$ cat config.mk
export PLATFORM = sky130hd
export DESIGN_NAME = ble_uart
export DESIGN_NICKNAME = d
export VERILOG_FILES = /design/src/rtl/uart_pkg.sv /design/src/rtl/uart_rx.sv /design/src/rtl/uart_tx.sv /design/src/rtl/ble_uart.sv
export SDC_FILE = /design/constraint.sdc
export NUM_CORES = 1
export LEC_CHECK = 0
export ABC_AREA = 1
export BUFFER_PORTS_ARGS = -buffer_cell sky130_fd_sc_hd__buf_4
export CORE_MARGIN = 8
export CORE_UTILIZATION = 45
export CTS_CLUSTER_DIAMETER = 150
export DETAILED_ROUTE_END_ITERATION = 6
export MAX_ROUTING_LAYER = met4
export PLACE_DENSITY = 0.66
export SYNTH_ARGS = -nofsm -noshare
export SYNTH_HDL_FRONTEND = slang
export SYNTH_HIERARCHICAL = 1
export SYNTH_SLANG_ARGS = --single-unit
$ cat constraint.sdc
create_clock -name i_wb_clk -period 1.6 [get_ports i_wb_clk]
set_clock_uncertainty 0.05 [all_clocks]
set_input_delay 0.08 -clock i_wb_clk [delete_from_list [all_inputs] [get_ports i_wb_clk]]
set_output_delay 0.08 -clock i_wb_clk [all_outputs]
set_load 0.005 [all_outputs]
$ cat src/rtl/uart_pkg.sv
// Shared definitions for the ble_uart serial link.
// The FSM state type is shared by the transmit and receive paths.
package uart_pkg;

    typedef enum logic [1:0] {
        IDLE  = 2'd0,
        START = 2'd1,
        DATA  = 2'd2,
        STOP  = 2'd3
    } uart_state_t;

    localparam logic START_BIT = 1'b0;
    localparam logic STOP_BIT  = 1'b1;

endpackage

$ cat src/rtl/uart_rx.sv
// 8N1 receiver: synchronises the line, qualifies the start bit at mid-bit and
// samples data and stop bits at mid-bit, LSB first.
module uart_rx
    import uart_pkg::*;
#(
    parameter int unsigned CLKS_PER_BIT = 87,
    parameter int unsigned BITS         = 8
) (
    input  logic            i_wb_clk,
    input  logic            i_wb_rst,
    input  logic            i_uart,
    output logic            rx_active,
    output logic            rx_done,
    output logic [BITS-1:0] rx_dat,
    output logic            rx_err
);

    localparam int unsigned CW = $clog2(CLKS_PER_BIT);
    localparam int unsigned IW = $clog2(BITS + 1);
    localparam logic [CW-1:0] CNT_LAST = CW'(CLKS_PER_BIT - 1);
    localparam logic [CW-1:0] CNT_HALF = CW'(CLKS_PER_BIT / 2 - 1);
    localparam logic [IW-1:0] IDX_LAST = IW'(BITS - 1);

    uart_state_t     state;
    logic [CW-1:0]   cnt;
    logic [IW-1:0]   idx;
    logic [BITS-1:0] shreg;
    logic            sync1;
    logic            sync2;
    logic            line_q;

    always_ff @(posedge i_wb_clk or negedge i_wb_rst) begin
        if (!i_wb_rst) begin
            sync1     <= 1'b1;
            sync2     <= 1'b1;
            line_q    <= 1'b1;
            state     <= IDLE;
            cnt       <= '0;
            idx       <= '0;
            shreg     <= '0;
            rx_active <= 1'b0;
            rx_done   <= 1'b0;
            rx_err    <= 1'b0;
            rx_dat    <= '0;
        end else begin
            sync1   <= i_uart;
            sync2   <= sync1;
            line_q  <= sync2;
            rx_done <= 1'b0;
            rx_err  <= 1'b0;
            case (state)
                IDLE: begin
                    cnt <= '0;
                    idx <= '0;
                    if (line_q && !sync2) begin
                        rx_active <= 1'b1;
                        state     <= START;
                    end else begin
                        rx_active <= 1'b0;
                    end
                end
                START: begin
                    if (cnt == CNT_HALF) begin
                        cnt <= '0;
                        if (sync2 != START_BIT) begin
                            rx_active <= 1'b0;
                            state     <= IDLE;
                        end else begin
                            state <= DATA;
                        end
                    end else begin
                        cnt <= cnt + 1'b1;
                    end
                end
                DATA: begin
                    if (cnt == CNT_LAST) begin
                        cnt   <= '0;
                        shreg <= {sync2, shreg[BITS-1:1]};
                        if (idx == IDX_LAST) begin
                            state <= STOP;
                        end else begin
                            idx <= idx + 1'b1;
                        end
                    end else begin
                        cnt <= cnt + 1'b1;
                    end
                end
                STOP: begin
                    // leave at mid-stop so a back-to-back start edge is not missed
                    if (cnt == CNT_LAST) begin
                        cnt <= '0;
                        if (sync2 == STOP_BIT) begin
                            rx_dat  <= shreg;
                            rx_done <= 1'b1;
                        end else begin
                            rx_err <= 1'b1;
                        end
                        state <= IDLE;
                    end else begin
                        cnt <= cnt + 1'b1;
                    end
                end
            endcase
        end
    end

endmodule

$ cat src/rtl/uart_tx.sv
// 8N1 transmitter: serialises one latched word per accepted request, LSB first.
// tx_done is registered one cycle early so it coincides with the last stop-bit cycle.
module uart_tx
    import uart_pkg::*;
#(
    parameter int unsigned CLKS_PER_BIT = 87,
    parameter int unsigned BITS         = 8
) (
    input  logic            i_wb_clk,
    input  logic            i_wb_rst,
    input  logic            tx_active,
    input  logic [BITS-1:0] tx_dat,
    output logic            tx_busy,
    output logic            tx_done,
    output logic            o_uart
);

    localparam int unsigned CW = $clog2(CLKS_PER_BIT);
    localparam int unsigned IW = $clog2(BITS + 1);
    localparam logic [CW-1:0] CNT_LAST = CW'(CLKS_PER_BIT - 1);
    localparam logic [CW-1:0] CNT_PRE  = CW'(CLKS_PER_BIT - 2);
    localparam logic [IW-1:0] IDX_LAST = IW'(BITS - 1);

    uart_state_t     state;
    logic [CW-1:0]   cnt;
    logic [IW-1:0]   idx;
    logic [BITS-1:0] shreg;

    // shreg[0] always holds the next data bit to put on the line
    always_ff @(posedge i_wb_clk or negedge i_wb_rst) begin
        if (!i_wb_rst) begin
            state   <= IDLE;
            cnt     <= '0;
            idx     <= '0;
            shreg   <= '0;
            tx_busy <= 1'b0;
            tx_done <= 1'b0;
            o_uart  <= STOP_BIT;
        end else begin
            tx_done <= 1'b0;
            case (state)
                IDLE: begin
                    cnt    <= '0;
                    idx    <= '0;
                    o_uart <= STOP_BIT;
                    if (tx_active) begin
                        shreg   <= tx_dat;
                        o_uart  <= START_BIT;
                        tx_busy <= 1'b1;
                        state   <= START;
                    end
                end
                START: begin
                    if (cnt == CNT_LAST) begin
                        cnt    <= '0;
                        o_uart <= shreg[0];
                        shreg  <= shreg >> 1;
                        state  <= DATA;
                    end else begin
                        cnt <= cnt + 1'b1;
                    end
                end
                DATA: begin
                    if (cnt == CNT_LAST) begin
                        cnt <= '0;
                        if (idx == IDX_LAST) begin
                            o_uart <= STOP_BIT;
                            state  <= STOP;
                        end else begin
                            idx    <= idx + 1'b1;
                            o_uart <= shreg[0];
                            shreg  <= shreg >> 1;
                        end
                    end else begin
                        cnt <= cnt + 1'b1;
                    end
                end
                STOP: begin
                    if (cnt == CNT_PRE) begin
                        tx_done <= 1'b1;
                    end
                    if (cnt == CNT_LAST) begin
                        cnt     <= '0;
                        tx_busy <= 1'b0;
                        state   <= IDLE;
                    end else begin
                        cnt <= cnt + 1'b1;
                    end
                end
            endcase
        end
    end

endmodule

$ cat src/rtl/ble_uart.sv
// Full-duplex 8N1 UART for the BLE module interface.
// Pure wrapper around independent transmit and receive paths.
module ble_uart #(
    parameter int unsigned CLKS_PER_BIT = 87,
    parameter int unsigned BITS         = 8
) (
    input  logic            i_wb_clk,
    input  logic            i_wb_rst,
    input  logic            tx_active,
    input  logic [BITS-1:0] tx_dat,
    output logic            tx_busy,
    output logic            tx_done,
    output logic            o_uart,
    input  logic            i_uart,
    output logic            rx_active,
    output logic            rx_done,
    output logic [BITS-1:0] rx_dat,
    output logic            rx_err
);

    uart_tx #(
        .CLKS_PER_BIT(CLKS_PER_BIT),
        .BITS        (BITS)
    ) u_tx (
        .i_wb_clk (i_wb_clk),
        .i_wb_rst (i_wb_rst),
        .tx_active(tx_active),
        .tx_dat   (tx_dat),
        .tx_busy  (tx_busy),
        .tx_done  (tx_done),
        .o_uart   (o_uart)
    );

    uart_rx #(
        .CLKS_PER_BIT(CLKS_PER_BIT),
        .BITS        (BITS)
    ) u_rx (
        .i_wb_clk (i_wb_clk),
        .i_wb_rst (i_wb_rst),
        .i_uart   (i_uart),
        .rx_active(rx_active),
        .rx_done  (rx_done),
        .rx_dat   (rx_dat),
        .rx_err   (rx_err)
    );

endmodule

### Word level (Yosys, flattened, before mapping)

Index checks and enable logic that the tools add are counted.

* input bits: 12
* flip-flop bits (word level): 59

* equality and inequality tests: 25
* reductions and logical operators: 21
* multiplexer cells: 49
* $add $sub $neg: 4

Operators with widths (count)
* 8-bit 2-to-1 mux: 4
* 8-bit one-hot mux with 3 select lines: 1
* 2-bit 2-to-1 mux: 11
* 7-bit equality test, second input constant: 3
* 7-bit 2-to-1 mux: 3
* 7-bit one-hot mux with 3 select lines: 1
* 2-bit by 1-bit inequality test with 1-bit output, second input constant: 10
* 3-bit AND reduction: 6
* 1-bit 2-to-1 mux: 17
* 4-bit 2-to-1 mux: 4
* 2-bit one-hot mux with 4 select lines: 2
* 4-bit one-hot mux with 2 select lines: 2
* 5-bit AND reduction: 3
* 7-bit by 1-bit adder with 7-bit output, second input constant: 2
* 7-bit one-hot mux with 2 select lines: 1
* 4-bit by 1-bit adder with 4-bit output, second input constant: 2
* 2-bit equality test, second input constant: 4
* 4-bit by 3-bit equality test with 1-bit output, second input constant: 2
* 2-bit nonzero test: 4
* 7-bit by 6-bit equality test with 1-bit output, second input constant: 1
* 2-bit inequality test, second input constant: 3
* 2-bit by 1-bit equality test with 1-bit output, second input constant: 2
* 2-bit logical NOT: 2
* 1-bit one-hot mux with 2 select lines: 2
* other kinds (7): 7

### Logic depth before layout (Yosys ltp)

* word-level depth: 4
* gate-level depth with buffers: 10
* depth with buffers taken out: 10

### Modules after synthesis

Netlist, hierarchy kept.

By module, submodules not included
* uart_rx: times used 1, cells each 179, sequential area each 879.6 um^2, area an instance 1656.6 um^2
* uart_tx: times used 1, cells each 182, sequential area each 601.8 um^2, area an instance 1433.9 um^2

### Least setup slack after synthesis

No wires, ideal clock.

* path type: flip-flop to flip-flop
* start: reg u_rx.cnt[0]
* end: reg u_rx.rx_dat[5]
* slack: 0.136 ns
* setup time: 0.118 ns
* arrival: 1.296 ns
* data required time: 1.432 ns
* cell stages (with the launch flop): 9
* period minus slack after synthesis: 1.464 ns
* cell sequence: dfrtp_1 > inv_1 > ha_1 > nand3_4 > nor2_4 > nand4_4 > buf_6 > nand2_2 > o21ai_2

* longest elaborated chain between the ends: 2

RTL lines
* from (decl): line uart_rx.sv:25 `logic [CW-1:0] cnt;`
* from (signal assigned): line uart_rx.sv:72 `cnt <= cnt + 1'b1;`
* from (signal assigned): line uart_rx.sv:85 `cnt <= cnt + 1'b1;`
* from (signal assigned): line uart_rx.sv:100 `cnt <= cnt + 1'b1;`
* 7-bit equality test: line uart_rx.sv:90 `if (cnt == CNT_LAST) begin`
* 3-bit AND reduction (no line)
* to (signal assigned): line uart_rx.sv:93 `rx_dat <= shreg;`
* to (decl): line uart_rx.sv:14 `output logic [BITS-1:0] rx_dat,`

No other way between the ends.
A chain may end at the register's enable or synchronous reset.

### Worst setup path in the final report

* start: reg u_tx.state[1]
* end: reg u_tx.shreg[7]

* longest elaborated chain between the ends: 3
* elaborated cells between the ends (all ways): 10
* classes of those cells: eq/ne (6); mux (1); reduce/logical (3)

RTL lines
* from (decl): line uart_tx.sv:24 `uart_state_t state;`
* from (signal assigned): line uart_tx.sv:32 `state <= IDLE;`
* from (signal assigned): line uart_tx.sv:50 `state <= START;`
* from (signal assigned): line uart_tx.sv:58 `state <= DATA;`
* 2-bit by 1-bit equality test with 1-bit output, or another cell as far along: line uart_tx.sv:41 `case (state)`
* 2-bit by 1-bit inequality test with 1-bit output (no line), or another cell as far along
* 5-bit AND reduction (no line)
* to (signal assigned): line uart_tx.sv:47 `shreg <= tx_dat;`
* to (signal assigned): line uart_tx.sv:57 `shreg <= shreg >> 1;`
* to (signal assigned): line uart_tx.sv:72 `shreg <= shreg >> 1;`
* to (decl): line uart_tx.sv:27 `logic [BITS-1:0] shreg;`

Several ways; a longest one is shown, not always the timed one.

==> reports/results.ini <==
[placed_design]
dpl.hpwl_um = 4240
place_ws_ps = 8.60
gpl.final_weighted_congestion = 0.848
numPortBuffers = 25
dpl-instance-area_mm2 = 0.00341

[routing]
antenna_left = 0
detailedRoute.firstIterationViolations = 90
wl_um = 5890
wire_per_inst_um = 12.0
drt_drc_violations_left = 0
vias_per_cell = 4.90
vias = 2409
drt_pass1_iterations = 4

[worst_setup_path]
cp_data_required_time_ps = 1780
start_kind = flip-flop
cp_slowest_stage_delay_ps = 410
timing.critical_path.cells = buf_4 > ha_1 > inv_1 > nand2_1 > inv_4 > nand3_4 > nand2_1 > nand2_1
worst_path_most_repeated_cell = sky130_fd_sc_hd__nand2_1
worst_ep_arrival_time_ps = 1690
cp_max_stage_cell = sky130_fd_sc_hd__dfrtp_1
path_class = reg2reg
category_of_the_worst_setup_path_capture_point = flip-flop
critical_path_peak_fanout = 9

[yosys]
synthSimpleGateAreaFrac_pct = 32.7
synth.top_cell.area_share_pct = 44.5
postSynth.asyncResetShare_pct = 100
synth_top_family_by_area = simple AND/OR/NAND/NOR gates
instance_count_of_the_mapped_netlist = 361
synth_enable_flop_cells = 0
synth_area_per_cell_um2 = 8.56
synth_compound_gate_area_share_pct = 5.75
ys_top_cells_by_area = sky130_fd_sc_hd__dfrtp_1 45%, sky130_fd_sc_hd__nand2_1 14%, sky130_fd_sc_hd__ha_1 4.9%, sky130_fd_sc_hd__inv_1 4.4%, sky130_fd_sc_hd__o21ai_2 4.0%
yosys.cell_types.count = 36
synth_seq_area_share_pct = 47.9
synth.mux.area_fraction_pct = 0
synth_fa_ha_area_share_pct = 4.86
synth-xor-area-share_pct = 1.70
synth_area_mm2 = 0.00309
synth_fp_nets = 385
synth_largest_area_cell = sky130_fd_sc_hd__dfrtp_1
ys.flop_type = sky130_fd_sc_hd__dfrtp_1
synthesis.yosys.warnings = 6
synth_seq_cells = 59

[power]
vdd_ir_drop_max_mv = 0.892
static-leakage-power_nw = 1.92
power_per_cell_area_mw_per_mm2 = 1500

[timing]
timing_max_transition_violations_final = 0
worst_slew_margin_rel_pct = 70.3
setup-violations-final = 0
max_slew.worst_pin.slew_ps = 445
finalWorstPathRequiredPeriod_ps = 1510
worst_setup_slack_after_layout_ps = 92.9
final_min_period_over_clock_period_pct = 94.2
hold_viol = 0
fmax_mhz = 664

[grt]
global_route.usage.total_pct = 13.4
antenna_found_initial = 0
global_route.overflow_total = 0
first_global_vias = 2365
grt_first_pass_wirelength_um = 10400
grt_start_max_net_pins = 33

[die]
start_util_pct = 46.0
placementRows = 30
fp.dieH_um = 98.9
design.core.area_mm2 = 0.00672
number_of_primary_i_o_pins = 26
dieArea_mm2 = 0.00978
die_w_um = 98.9

[finish]
final_area_mm2 = 0.00373
syn_to_final_growth_pct = 20.7
finalNetCount = 431
drive_gt1_share_pct = 25.5
commonest_non_fill_non_tap_cell_in_the_layout = sky130_fd_sc_hd__nand2_1
antenna_cells = 0
mostFrequentLayoutCells = 113 x sky130_fd_sc_hd__nand2_1, 55 x sky130_fd_sc_hd__dfrtp_1, 35 x sky130_fd_sc_hd__buf_4, 34 x sky130_fd_sc_hd__inv_1, 32 x sky130_fd_sc_hd__nor2_1

[worst_hold_path]
hold_class = in2reg

[clock_tree]
cts_tree = yes
cts-htree-levels = 3
clock_slew_at_reported_path_ffs_ps = 70
cts_root_buffer = sky130_fd_sc_hd__clkbuf_8
cts_buffer_depth = 2
numCtsBuffers = 9
insertion_delay_ps = 340
cts.sink_count = 59

[flow_run]
maxCapViolCount = 0

[run_status]
run_status = completed

[what timing repair did]
item                                    in CTS  in global routing
endpoints found under the hold margin       33                  0
hold buffers                                 3                  0
pin swaps                                    1                  1
resized for setup                            0                 10
endpoints found under the setup margin       2                 40
setup buffers                                1                  4
[final timing paths]
check	startpoint	to	slack, ps	depth (start not counted)
min reg2reg	u_rx/sync1$_DFF_PN1_	u_rx/sync2$_DFF_PN1_	310	0
min in group asynchronous	i_wb_rst	asynchronous set/reset pin	180	2
max in group asynchronous	i_wb_rst	u_rx/sync1$_DFF_PN1_	750	3
max reg2reg	u_tx/state[1]$_DFFE_PN0P_	u_tx/shreg[7]$_DFFE_PN0P_	90	8
min	tx_dat[7]	u_tx/shreg[7]$_DFFE_PN0P_	30	5
max	u_tx/state[1]$_DFFE_PN0P_	u_tx/shreg[7]$_DFFE_PN0P_	90	8
[cell type report]
cell class	instances	area, µm²
fill	609	2990
sequential	59	1480
multi-input combinational	252	1420
inverter	44	171
clock buffer	10	138
clock inverter	6	63.8
tap	80	100
timing repair buffer	41	353
[per-stage QoR]
stage	utilization, %	setup TNS [ps]	cells	hold slack, ps	total power (W)
2_1_floorplan	-	0	361	-266	0.00352
3_3_place_gp	50.8	0	468	6.84	0.00406
3_5_place_dp	50.8	0	468	13.8	0.00411
4_1_cts	54.5	0	488	16.7	0.00553
5_1_grt	55.5	-5.19	492	58.1	0.00604
6_report	55.5	0	492	28.1	0.00559
[worst max-delay path: cells and delay by family, from the launching register on]
| kind | cells | cell delay (ps) |
|---|---|---|
| buffers and inverters | 3 | 370 |
| flip-flops | 1 | 410 |
| adder cells (fa/ha/maj) | 1 | 220 |
| AND/OR/NAND/NOR | 4 | 340 |
[report_power, final]
part	switching, W	internal, W
clock network	0.000628	0.000761
logic	0.00134	0.000877
registers	0.000213	0.00176
[flip-flops by register name (all words and copies together) (netlist names), named ones only]
| name | cells |
|---|---|
| u_rx/cnt | 7 |
| u_rx/idx | 4 |
| u_rx/line_q | 1 |
| u_rx/rx_active | 1 |
| u_rx/rx_dat | 8 |
| u_rx/rx_done | 1 |
| u_rx/rx_err | 1 |
| u_rx/shreg | 8 |
| u_rx/state | 1 |
| u_rx/sync1 | 1 |
| u_rx/sync2 | 1 |
| u_tx/cnt | 7 |
| u_tx/idx | 4 |
| u_tx/o_uart | 1 |
| u_tx/shreg | 8 |
| u_tx/state | 2 |
| u_tx/tx_busy | 1 |
| u_tx/tx_done | 1 |
[logic make-up (layout without fill, tap and decap cells)]
logic type               count (synthesis)  count (layout)
flip-flops                              59              59
AND/OR/NAND/NOR                        210             210
AO/OA/AOI/OAI                           24              24
buffers and inverters                   50             101
XOR/XNOR                                 6               6
adder cells (fa/ha/maj)                 12              12
[cells in the mapped netlist, types with 2 or more instances]
cell                      number
sky130_fd_sc_hd__nand4_1      12
sky130_fd_sc_hd__nand3_4       2
sky130_fd_sc_hd__nand3_2       2
sky130_fd_sc_hd__inv_2         7
sky130_fd_sc_hd__buf_2         2
sky130_fd_sc_hd__nand2_4       2
sky130_fd_sc_hd__xor2_1        4
sky130_fd_sc_hd__nand2_2       6
sky130_fd_sc_hd__o21ai_2      14
sky130_fd_sc_hd__nor2_4        2
sky130_fd_sc_hd__nand2_1     114
sky130_fd_sc_hd__nand3_1      22
sky130_fd_sc_hd__inv_1        36
sky130_fd_sc_hd__xnor2_1       2
sky130_fd_sc_hd__dfstp_2       4
sky130_fd_sc_hd__ha_1         12
sky130_fd_sc_hd__nor3_1        5
sky130_fd_sc_hd__nor3b_1       2
sky130_fd_sc_hd__buf_6         3
sky130_fd_sc_hd__dfrtp_1      55
sky130_fd_sc_hd__o21ai_1       2
sky130_fd_sc_hd__a21oi_1       3
sky130_fd_sc_hd__o21ai_0       3
sky130_fd_sc_hd__nor2_1       32
sky130_fd_sc_hd__nor3_2        2
[per-layer routing]
metal / GRT usage, % / vias to the layer above / wire length (µm)
met1: 15.9 / 1121 / 2820
li1: - / 1231 / -
met4: 7.91 / 0 / 108
met2: 20.5 / 45 / 2760
met5: - / - / 0
met3: 3.17 / 12 / 199
Note: power is estimated with default switching activity, not from simulation.
